$ cat src/rtl/dmem_arbiter.sv
// Shares the single data memory between the core load/store path and the debug/loader port.
// Core has priority; a starvation counter and a debug lock give the debug port guaranteed progress.
module dmem_arbiter #(
  parameter int unsigned ADDR_W     = 32,
  parameter int unsigned DATA_W     = 32,
  parameter int unsigned STARVE_MAX = 4
) (
  input  logic              clk,
  input  logic              reset,
  input  logic              c_req,
  input  logic              c_we,
  input  logic [ADDR_W-1:0] c_addr,
  input  logic [DATA_W-1:0] c_wdata,
  output logic              c_gnt,
  output logic              c_rvalid,
  output logic [DATA_W-1:0] c_rdata,
  input  logic              d_req,
  input  logic              d_we,
  input  logic [ADDR_W-1:0] d_addr,
  input  logic [DATA_W-1:0] d_wdata,
  input  logic              d_lock,
  output logic              d_gnt,
  output logic              d_rvalid,
  output logic [DATA_W-1:0] d_rdata,
  output logic              mem_we,
  output logic [ADDR_W-1:0] mem_addr,
  output logic [DATA_W-1:0] mem_wdata,
  input  logic [DATA_W-1:0] mem_rdata,
  output logic              locked
);

  localparam logic [0:0] ARB  = 1'b0;
  localparam logic [0:0] LOCK = 1'b1;
  localparam logic [3:0] STARVE_LIM = 4'(STARVE_MAX);

  logic [0:0] state, state_nxt;
  logic [3:0] starve_cnt;
  logic       starved;

  assign starved = (starve_cnt == STARVE_LIM);

  // Grants are gated by reset so nothing reaches memory while reset is low.
  always_comb begin
    c_gnt = 1'b0;
    d_gnt = 1'b0;
    if (reset) begin
      if (state == LOCK) begin
        d_gnt = d_req;
      end else begin
        d_gnt = d_req & (~c_req | starved);
        c_gnt = c_req & ~d_gnt;
      end
    end
  end

  always_comb begin
    if (d_gnt) begin
      mem_we    = d_we;
      mem_addr  = d_addr;
      mem_wdata = d_wdata;
    end else begin
      mem_we    = c_gnt & c_we;
      mem_addr  = c_addr;
      mem_wdata = c_wdata;
    end
  end

  always_comb begin
    state_nxt = state;
    case (state)
      ARB:     if (d_gnt && d_lock) state_nxt = LOCK;
      LOCK:    if (!(d_req && d_lock)) state_nxt = ARB;
      default: state_nxt = ARB;
    endcase
  end

  always_ff @(posedge clk or negedge reset) begin
    if (!reset) begin
      state      <= ARB;
      starve_cnt <= '0;
    end else begin
      state <= state_nxt;
      if (!d_req || d_gnt)
        starve_cnt <= '0;
      else if (!starved)
        starve_cnt <= starve_cnt + 4'd1;
    end
  end

  always_ff @(posedge clk or negedge reset) begin
    if (!reset) begin
      c_rvalid <= 1'b0;
      d_rvalid <= 1'b0;
      c_rdata  <= '0;
      d_rdata  <= '0;
    end else begin
      c_rvalid <= c_gnt & ~c_we;
      d_rvalid <= d_gnt & ~d_we;
      if (c_gnt && !c_we) c_rdata <= mem_rdata;
      if (d_gnt && !d_we) d_rdata <= mem_rdata;
    end
  end

  assign locked = (state == LOCK);

endmodule

$ cat config.mk
export PLATFORM = sky130hd
export DESIGN_NAME = dmem_arbiter
export DESIGN_NICKNAME = d
export VERILOG_FILES = /design/src/rtl/dmem_arbiter.sv
export SDC_FILE = /design/constraint.sdc
export NUM_CORES = 1
export LEC_CHECK = 0
export CAP_MARGIN = 10
export CORE_AREA = 4 4 115 117
export DETAILED_ROUTE_END_ITERATION = 10
export DIE_AREA = 0 0 119 121
export PLACE_DENSITY = 0.74
export SETUP_SLACK_MARGIN = 0.2
export SYNTH_ARGS = -nofsm -noshare
export SYNTH_HDL_FRONTEND = slang
export SYNTH_SLANG_ARGS = --single-unit
$ cat constraint.sdc
create_clock -name clk -period 5.4 [get_ports clk]
set_input_delay 1.35 -clock clk [delete_from_list [all_inputs] [get_ports clk]]
set_output_delay 1.35 -clock clk [all_outputs]
set_load 0.05 [all_outputs]
==> metrics.sh, run 1 <==
SYNTHMOSTINSTANTIATEDCELL='sky130_fd_sc_hd__mux2_2'
AREA_SHARE_OF_FA_HA_MAJ_CELLS_AFTER_SYNTHESIS_PCT=0.706
YOSYSWARNINGS=0
PLACE_CONGESTION=0.902
CLOCK-SINKS=71
TRITONCTS='yes'
FLOORPLAN.DIE.HEIGHT_UM=121
SEQCELLAREA_UM2=1780
SYN_TO_FINAL_GROWTH_PCT=93.7
HTREE_NUM_LEVELS=3
SYNTHMUXAREASHARE_PCT=41.2
SYN_AVG_CELL_AREA_UM2=14.6
FINALCRITICALPERIOD_PS=4720
DOMINANTREGCELLSYNTH='sky130_fd_sc_hd__dfrtp_1'
FP-ROW-COUNT=41
STATUS='finished clean'
POSTPLACECELLAREA_UM2=6570
SYNTHTOPCELLSBYAREA='sky130_fd_sc_hd__dfrtp_1, sky130_fd_sc_hd__mux2_2, sky130_fd_sc_hd__mux2_1, sky130_fd_sc_hd__buf_4, sky130_fd_sc_hd__buf_6'
PLACEMENT.IO_BUFFERS=300
VIA_COUNT=3212
DRTPASS1ITERATIONS=4
GRT_PASS1_WL_UM=21400
SYNTH_ENABLE_FLOP_CELLS=0
FINALINSTANCEAREA_UM2=6870
FINALSETUPVIOLATIONS=0
POWER_LEAKAGE_uW=0.00287
GRT_SETUP_UNREPAIRED='false'
ARRIVAL_PS=3370
MULTIINPUTGATEAREA_UM2=1660
CLK_ROOT_BUFFER_CELL='sky130_fd_sc_hd__clkbuf_16'
FP.DIEAREA_UM2=14400
WORST_SLEW_PIN_SLEW_PS=910
FIN_CELLS=721
SYNTH_SIMPLE_GATE_AREA_SHARE_PCT=2.33
POST_ROUTE_CELLS_DRIVE_ABOVE_1_SHARE_PCT=38.6
TIMING.FINAL.MAX_SLEW_VIOLATIONS=0
CORE_AREA_UM2=12400
MAXSLEWHEADROOM_PCT=39.3
LAYOUT.FILLER_CELLS=1074
TIMING.CRITICAL_PATH.TO_TYPE='output pin'
FLOORPLAN.DIE.WIDTH_UM=119
ACHIEVABLE-FREQUENCY_MHz=212
SYNTH.LIB_CELLS_USED.DISTINCT=23
SYNTH_NETS=411
WORSTPATHREQUIRED_PS=4050
SYNTH_AREA_LEADER_CELL='sky130_fd_sc_hd__dfrtp_1'
DOMINANT_COMBINATIONAL_CELL_FAMILY_BY_AREA_AFTER_SYNTHESIS='multiplexers'
POST_CTS.REPAIR.SETUP_BUFFERS=0
DETAIL_ROUTED_NET_LENGTH_PER_STANDARD_CELL_UM=20.2
SYNTH.CELL_AREA_UM2=3540
FINAL_MIN_PERIOD_OVER_CLOCK_PERIOD_PCT=87.4
INSERTION_DELAY_PS=320
YS_SEQ_AREA_SHARE_PCT=50.1
DRC_ERRORS=0
CTS_RESIZED=0
REPORT.FINAL.HOLD_VIOL_COUNT=0
SYNTH_XOR_XNOR_AREA_SHARE_PCT=0.494
GROUTE.USAGE.OVERALL_PCT=19.7
CRITPATHLAUNCHTYPE='primary input'
IOPINCOUNT=301
LAYOUT_SKEW_PS=5.09
SYNTH.FF_LATCH_COUNT=71
GRT_PASS1_VIAS=3519
POWER.DENSITY_CELL_AREA_nW_PER_UM2=364
WORST_HOLD_PATH_TYPE='register to register'
ROUTED_WL_UM=14600
INITIAL_UTILIZATION_PCT=28.7
ROUTE.ANTENNA.REMAINING_NETS=0
SYNTH_LARGEST_TYPE_AREA_FRACTION_PCT=50.1
SETUP_TOTAL_NEGATIVE_SLACK_PS=0
ANTENNA_VIOLATIONS_BEFORE_REPAIR=1
SYNTHCELLS=242
OVERFLOW=0
DETAIL_ROUTE.VIAS_PER_CELL=4.45
CTS_BUFFERS=9
DRV_CAP=0
CTSHOLDBUFFERS=0
CTS.CLK_SLEW.WORST_PATHS_PS=50
CRIT_TYPE='primary input to output pin'
SYNTH_COMPOUND_AREA_SHARE_PCT=1.84
SYNTH_ASYNC_SR_FLOP_SHARE_PCT=100
HPWLAFTERDP_UM=12000
NETS=713
SYNTH.TOP_CELLS.BY_COUNT='sky130_fd_sc_hd__mux2_2, sky130_fd_sc_hd__dfrtp_1, sky130_fd_sc_hd__buf_2'
ANTENNA_CELLS_INSERTED=0
INITIALDRTVIOLATIONCOUNT=90
PEAKVDDDROP_V=0.000296
MAXIMUM_NUMBER_OF_PINS_ON_ONE_NET_BEFORE_GLOBAL_ROUTE_REPAIR=75
NUMPLACEDINSTANCES=705
CRITPATHMAXFANOUT=6
CTSLONGESTPATHBUFFERS=2
final timing paths:
check	start	to	slack (ps)	cells past startpoint
min	d_rdata[1]	d_rdata[1]	490	1
min reg2reg	d_rdata[1]	d_rdata[1]	490	1
max in group asynchronous	reset	d_rdata[16]	3450	2
max	c_req	c_gnt	680	4
max reg2reg	starve_cnt[0]	d_rdata[23]	2770	6
min in group asynchronous	reset	starve_cnt[1]	1350	2
registers in the layout, summed over array words and instances, names as in the netlist:
| register | cells |
|---|---|
| d_rdata | 32 |
| c_rvalid | 1 |
| locked | 1 |
| d_rvalid | 1 |
| starve_cnt | 4 |
| c_rdata | 32 |
per-layer routing:
layer  GRT usage [%]  wire (um)  share of wire, %  vias up
met1            22.6       5690                39     1567
met3            8.90       1340               9.2       10
li1                -          -                 -     1483
met2            34.3       7460                51      150
met4            3.26         93              0.64        2
met5               0          7             0.048        -
layout by cell type, fill, tap and decap left out:
cell	instances
sky130_fd_sc_hd__buf_4	68
sky130_fd_sc_hd__a21oi_1	2
sky130_fd_sc_hd__clkbuf_16	9
sky130_fd_sc_hd__buf_12	3
sky130_fd_sc_hd__mux2_1	4
sky130_fd_sc_hd__a211oi_4	1
sky130_fd_sc_hd__nor2_1	4
sky130_fd_sc_hd__ha_1	2
sky130_fd_sc_hd__mux2_2	124
sky130_fd_sc_hd__xnor2_1	2
sky130_fd_sc_hd__a21oi_4	1
sky130_fd_sc_hd__clkinv_2	1
sky130_fd_sc_hd__nor2b_1	1
sky130_fd_sc_hd__nand4b_1	3
sky130_fd_sc_hd__clkbuf_8	1
sky130_fd_sc_hd__buf_2	1
sky130_fd_sc_hd__o211ai_1	1
sky130_fd_sc_hd__nand2_1	1
sky130_fd_sc_hd__clkdlybuf4s50_1	233
sky130_fd_sc_hd__mux2i_1	2
sky130_fd_sc_hd__o211a_1	1
sky130_fd_sc_hd__clkinvlp_4	1
sky130_fd_sc_hd__nand3b_4	1
sky130_fd_sc_hd__a22o_1	1
sky130_fd_sc_hd__bufinv_16	1
sky130_fd_sc_hd__inv_1	4
sky130_fd_sc_hd__and3_1	1
sky130_fd_sc_hd__dfrtp_1	71
sky130_fd_sc_hd__clkbuf_1	3
sky130_fd_sc_hd__nand3_1	1
report_power, final:
part           switching (uW)  total [uW]  internal, uW
logic                     739        1210           472
clock network             207         577           370
registers                61.8         712           650
total                    1010        2500          1490
logic make-up (layout without fill, tap and decap cells):
kind of cell	Yosys count	in the layout
and+or+nand+nor	12	12
muxes	130	130
adders and majority gates	2	2
buffers and inverters	18	325
AOI/OAI and AO/OA	7	7
DFF	71	71
xor gates and xnor gates	2	2
critical path, cell delays in order:
cell and delay [ps]:
sky130_fd_sc_hd__clkdlybuf4s50_1 440, sky130_fd_sc_hd__nor2b_1 460, sky130_fd_sc_hd__and3_1 270, sky130_fd_sc_hd__clkdlybuf4s50_1 840
cell type report:
class,instances,area share (%)
multi-input combinational,153,24.2
clock inverter,3,0.620
tap,172,3.13
clock buffer,13,3.64
inverter,4,0.219
timing repair buffer,305,42.3
sequential,71,25.9
metrics by stage:
step	worst slack, ps	total power [uW]	util, %	hold WS [ps]
6_report	683	2500	55.5	486
5_1_grt	576	2610	55.5	514
4_1_cts	671	2540	55.5	490
3_5_place_dp	669	1940	53.2	477
3_3_place_gp	669	1920	53.2	471
2_1_floorplan	1400	1440	-	535
No activity file was read; power rests on OpenSTA's default activity.
==> run 2: changes to the inputs <==
- CAP_MARGIN: 10 -> 20
==> results of run 2 <==
The final DEF is identical to that of run 1; final timing and power are the same.
==> run 3: changes to the inputs <==
==> constraint.sdc (replaced) <==
create_clock -name clk -period 5.4 [get_ports clk]
set_input_delay 1.62 -clock clk [delete_from_list [all_inputs] [get_ports clk]]
set_output_delay 1.62 -clock clk [all_outputs]
set_load 0.05 [all_outputs]
==> run 3 against run 2 <==
Against the previous run:
- combinational power about the same
- critical path depth up 2
- via count up 0.68%
- maximum frequency is 7.5% lower
- critical endpoint is now mem_addr[11]
==> metrics.sh, run 3 (synthesized netlist as in run 1, its figures left out) <==
STATUS='finished clean'
NUMPLACEDINSTANCES=706  # +0.14%
ARRIVAL_PS=3480  # +110 ps
WORST_PATH_DOMINANT_CELL_FAMILY='buffers and inverters'
FP.DIEAREA_UM2=14400  # unchanged
GRT_PASS1_VIAS=3567  # +1.4%
CLK_ROOT_BUFFER_CELL='sky130_fd_sc_hd__clkbuf_16'
ANTENNA_VIOLATIONS_BEFORE_REPAIR=4  # +3
IOPINCOUNT=301  # unchanged
WHS_PS=484  # -2.50 ps
PLACE_CONGESTION=0.875  # -3.1%
CTSLONGESTPATHBUFFERS=2  # unchanged
HTREE_NUM_LEVELS=3  # unchanged
HPWLAFTERDP_UM=12200  # +2.2%
REPORT.FINAL.HOLD_VIOL_COUNT=0  # unchanged
VIA_COUNT=3234  # +0.68%
DESIGN_POWER_TOTAL_uW=2490  # -0.48%
TIMING.FINAL.MAX_SLEW_VIOLATIONS=0  # unchanged
FP-ROW-COUNT=41  # unchanged
FINAL_MIN_PERIOD_OVER_CLOCK_PERIOD_PCT=94.4  # +7.0 points
CRITPATHLAUNCHTYPE='primary input'
CP_NUM_CELLS=6  # +2
OVERFLOW=0  # unchanged
WORST-R2R-CELL-COUNT=6  # unchanged
POST_CTS.REPAIR.SETUP_BUFFERS=0  # unchanged
FLOORPLAN.DIE.HEIGHT_UM=121  # unchanged
DRTPASS1ITERATIONS=4  # unchanged
ROUTED_WL_UM=14900  # +2.0%
FINALCRITICALPERIOD_PS=5100  # +380 ps
CTS.CLK_SLEW.WORST_PATHS_PS=60  # about the same
FLOORPLAN.DIE.WIDTH_UM=119  # unchanged
INITIAL_UTILIZATION_PCT=28.7  # unchanged
POWER.DENSITY_CELL_AREA_nW_PER_UM2=361  # -0.81%
ROUTE.ANTENNA.REMAINING_NETS=0  # unchanged
PATH_BUF_INV=3  # +1
MAXSLEWHEADROOM_PCT=38.6  # -0.73 points
DETAIL_ROUTE.VIAS_PER_CELL=4.47  # +0.41%
CRIT_TYPE='primary input to output pin'
MOSTFREQUENTLAYOUTCELL='sky130_fd_sc_hd__clkdlybuf4s50_1'
CRITICAL_PATH.SLOWEST_CELL='sky130_fd_sc_hd__clkdlybuf4s50_1'
GRT_PASS1_WL_UM=21700  # +0.97%
DRV_CAP=0  # unchanged
INSERTION_DELAY_PS=330  # about the same
WORST_HOLD_PATH_TYPE='register to register'
FINALSETUPVIOLATIONS=0  # unchanged
LAYOUT.FILLER_CELLS=1084  # +0.93%
INITIALDRTVIOLATIONCOUNT=57  # -37%
DETAIL_ROUTED_NET_LENGTH_PER_STANDARD_CELL_UM=20.6  # +1.7%
SETUP_TOTAL_NEGATIVE_SLACK_PS=0  # unchanged
CRITPATHMAXFANOUT=66  # +60
FINALINSTANCEAREA_UM2=6890  # +0.33%
WORSTHOLDPATHCELLS=1  # unchanged
NETS=714  # +0.14%
REGISTERS_WITH_THE_MOST_FLIP_FLOPS='c_rdata (32), d_rdata (32), starve_cnt (4)'
DRC_ERRORS=0  # unchanged
CTSHOLDBUFFERS=0  # unchanged
PEAKVDDDROP_V=0.000257  # -13%
CORE_AREA_UM2=12400  # unchanged
MOSTFREQUENTLAYOUTCELLS='sky130_fd_sc_hd__clkdlybuf4s50_1, sky130_fd_sc_hd__mux2_2, sky130_fd_sc_hd__dfrtp_1'
GROUTE.USAGE.OVERALL_PCT=19.9  # +0.24 points
CTS_BUFFERS=9  # unchanged
WORSTPATHREQUIRED_PS=3780  # -270 ps
TIMING.CRITICAL_PATH.SLOWEST_CELL_DELAY_PS=530  # -310 ps
MAXIMUM_NUMBER_OF_PINS_ON_ONE_NET_BEFORE_GLOBAL_ROUTE_REPAIR=75  # unchanged
TIMING.CRITICAL_PATH.TO_TYPE='output pin'
PATH_CELLS='clkdlybuf4s50_1, nand2_1, a21oi_4, buf_12, mux2_2, buf_4'
WORST_SLEW_PIN_SLEW_PS=921  # +11.0 ps
CLOCK-SINKS=71  # unchanged
POST_ROUTE_CELLS_DRIVE_ABOVE_1_SHARE_PCT=39.5  # +0.84 points
PLACEMENT.IO_BUFFERS=300  # unchanged
LAYOUT_SKEW_PS=5.76  # +0.664 ps
POWER_LEAKAGE_uW=0.00288  # +0.36%
POSTPLACECELLAREA_UM2=6590  # +0.27%
GRT_SETUP_UNREPAIRED='false'
FIN_CELLS=723  # +0.28%
SYN_TO_FINAL_GROWTH_PCT=94.4
TRITONCTS='yes'
CTS_RESIZED=0  # unchanged
ACHIEVABLE-FREQUENCY_MHz=196  # -7.5%
==> run 3: changes by cell type in the layout (fill, tap and decap cells not counted), sizes merged <==
cell           before  now
clkinv              1    2
diode               0    1
clkdlybuf4s50     233  232
bufinv              1    0
clkbuf             13   12
buf                72   74
clkinvlp            1    2
==> run 3: area by class of cell <==
cell class / count / area, um2 / share of cell area (%)
diodes: 1 / 2.50 / 0.0363
well taps: 172 / 215 / 3.12
flip-flops and latches: 71 / 1780 / 25.8
repair buffers: 306 / 2930 / 42.5
inverters: 4 / 15.0 / 0.218
clock buffers: 12 / 267 / 3.87
multi-input cells: 153 / 1660 / 24.1
clock inverters: 4 / 28.8 / 0.418
==> run 3: layer usage <==
| metal | global-route usage [%] | routed length (um) |
|---|---|---|
| met1 | 21.6 | 5440 |
| met2 | 34.9 | 7640 |
| met3 | 10.1 | 1610 |
| met4 | 4.27 | 138 |
| met5 | 0 | 47 |
==> run 3: final timing paths <==
check                              start           end  slack, ps
setup / recovery                   d_req  mem_addr[11]        300
hold / removal               d_rdata[15]   d_rdata[15]        480
setup reg to reg           starve_cnt[0]   d_rdata[25]       2920
hold reg to reg              d_rdata[15]   d_rdata[15]        480
max in group asynchronous          reset   c_rdata[14]       3200
min in group asynchronous          reset    d_rdata[2]       1610
==> run 3: report_power, final <==
group / switching [uW] / internal [uW] / total [uW] / leakage, uW
clock: 214 / 348 / 562 / 0.000141
combinational: 740 / 473 / 1210 / 0.00189
sequential: 62.4 / 650 / 712 / 0.000857
total: 1020 / 1470 / 2490 / 0.00288
==> run 3: through the flow <==
step / utilization, % / setup slack, ps
4_1_cts: 55.7 / 320
5_1_grt: 55.7 / 261
3_3_place_gp: 53.3 / 367
6_report: 55.7 / 302
2_1_floorplan: - / 861
3_5_place_dp: 53.3 / 323
==> run 3: worst reg2reg max path, stage by stage, from the launching register on <==
cell and delay [ps]:
sky130_fd_sc_hd__dfrtp_1 420, sky130_fd_sc_hd__inv_1 70, sky130_fd_sc_hd__ha_1 260, sky130_fd_sc_hd__nand3b_4 170, sky130_fd_sc_hd__a211oi_4 810, sky130_fd_sc_hd__buf_12 270
sky130_fd_sc_hd__mux2_2 360
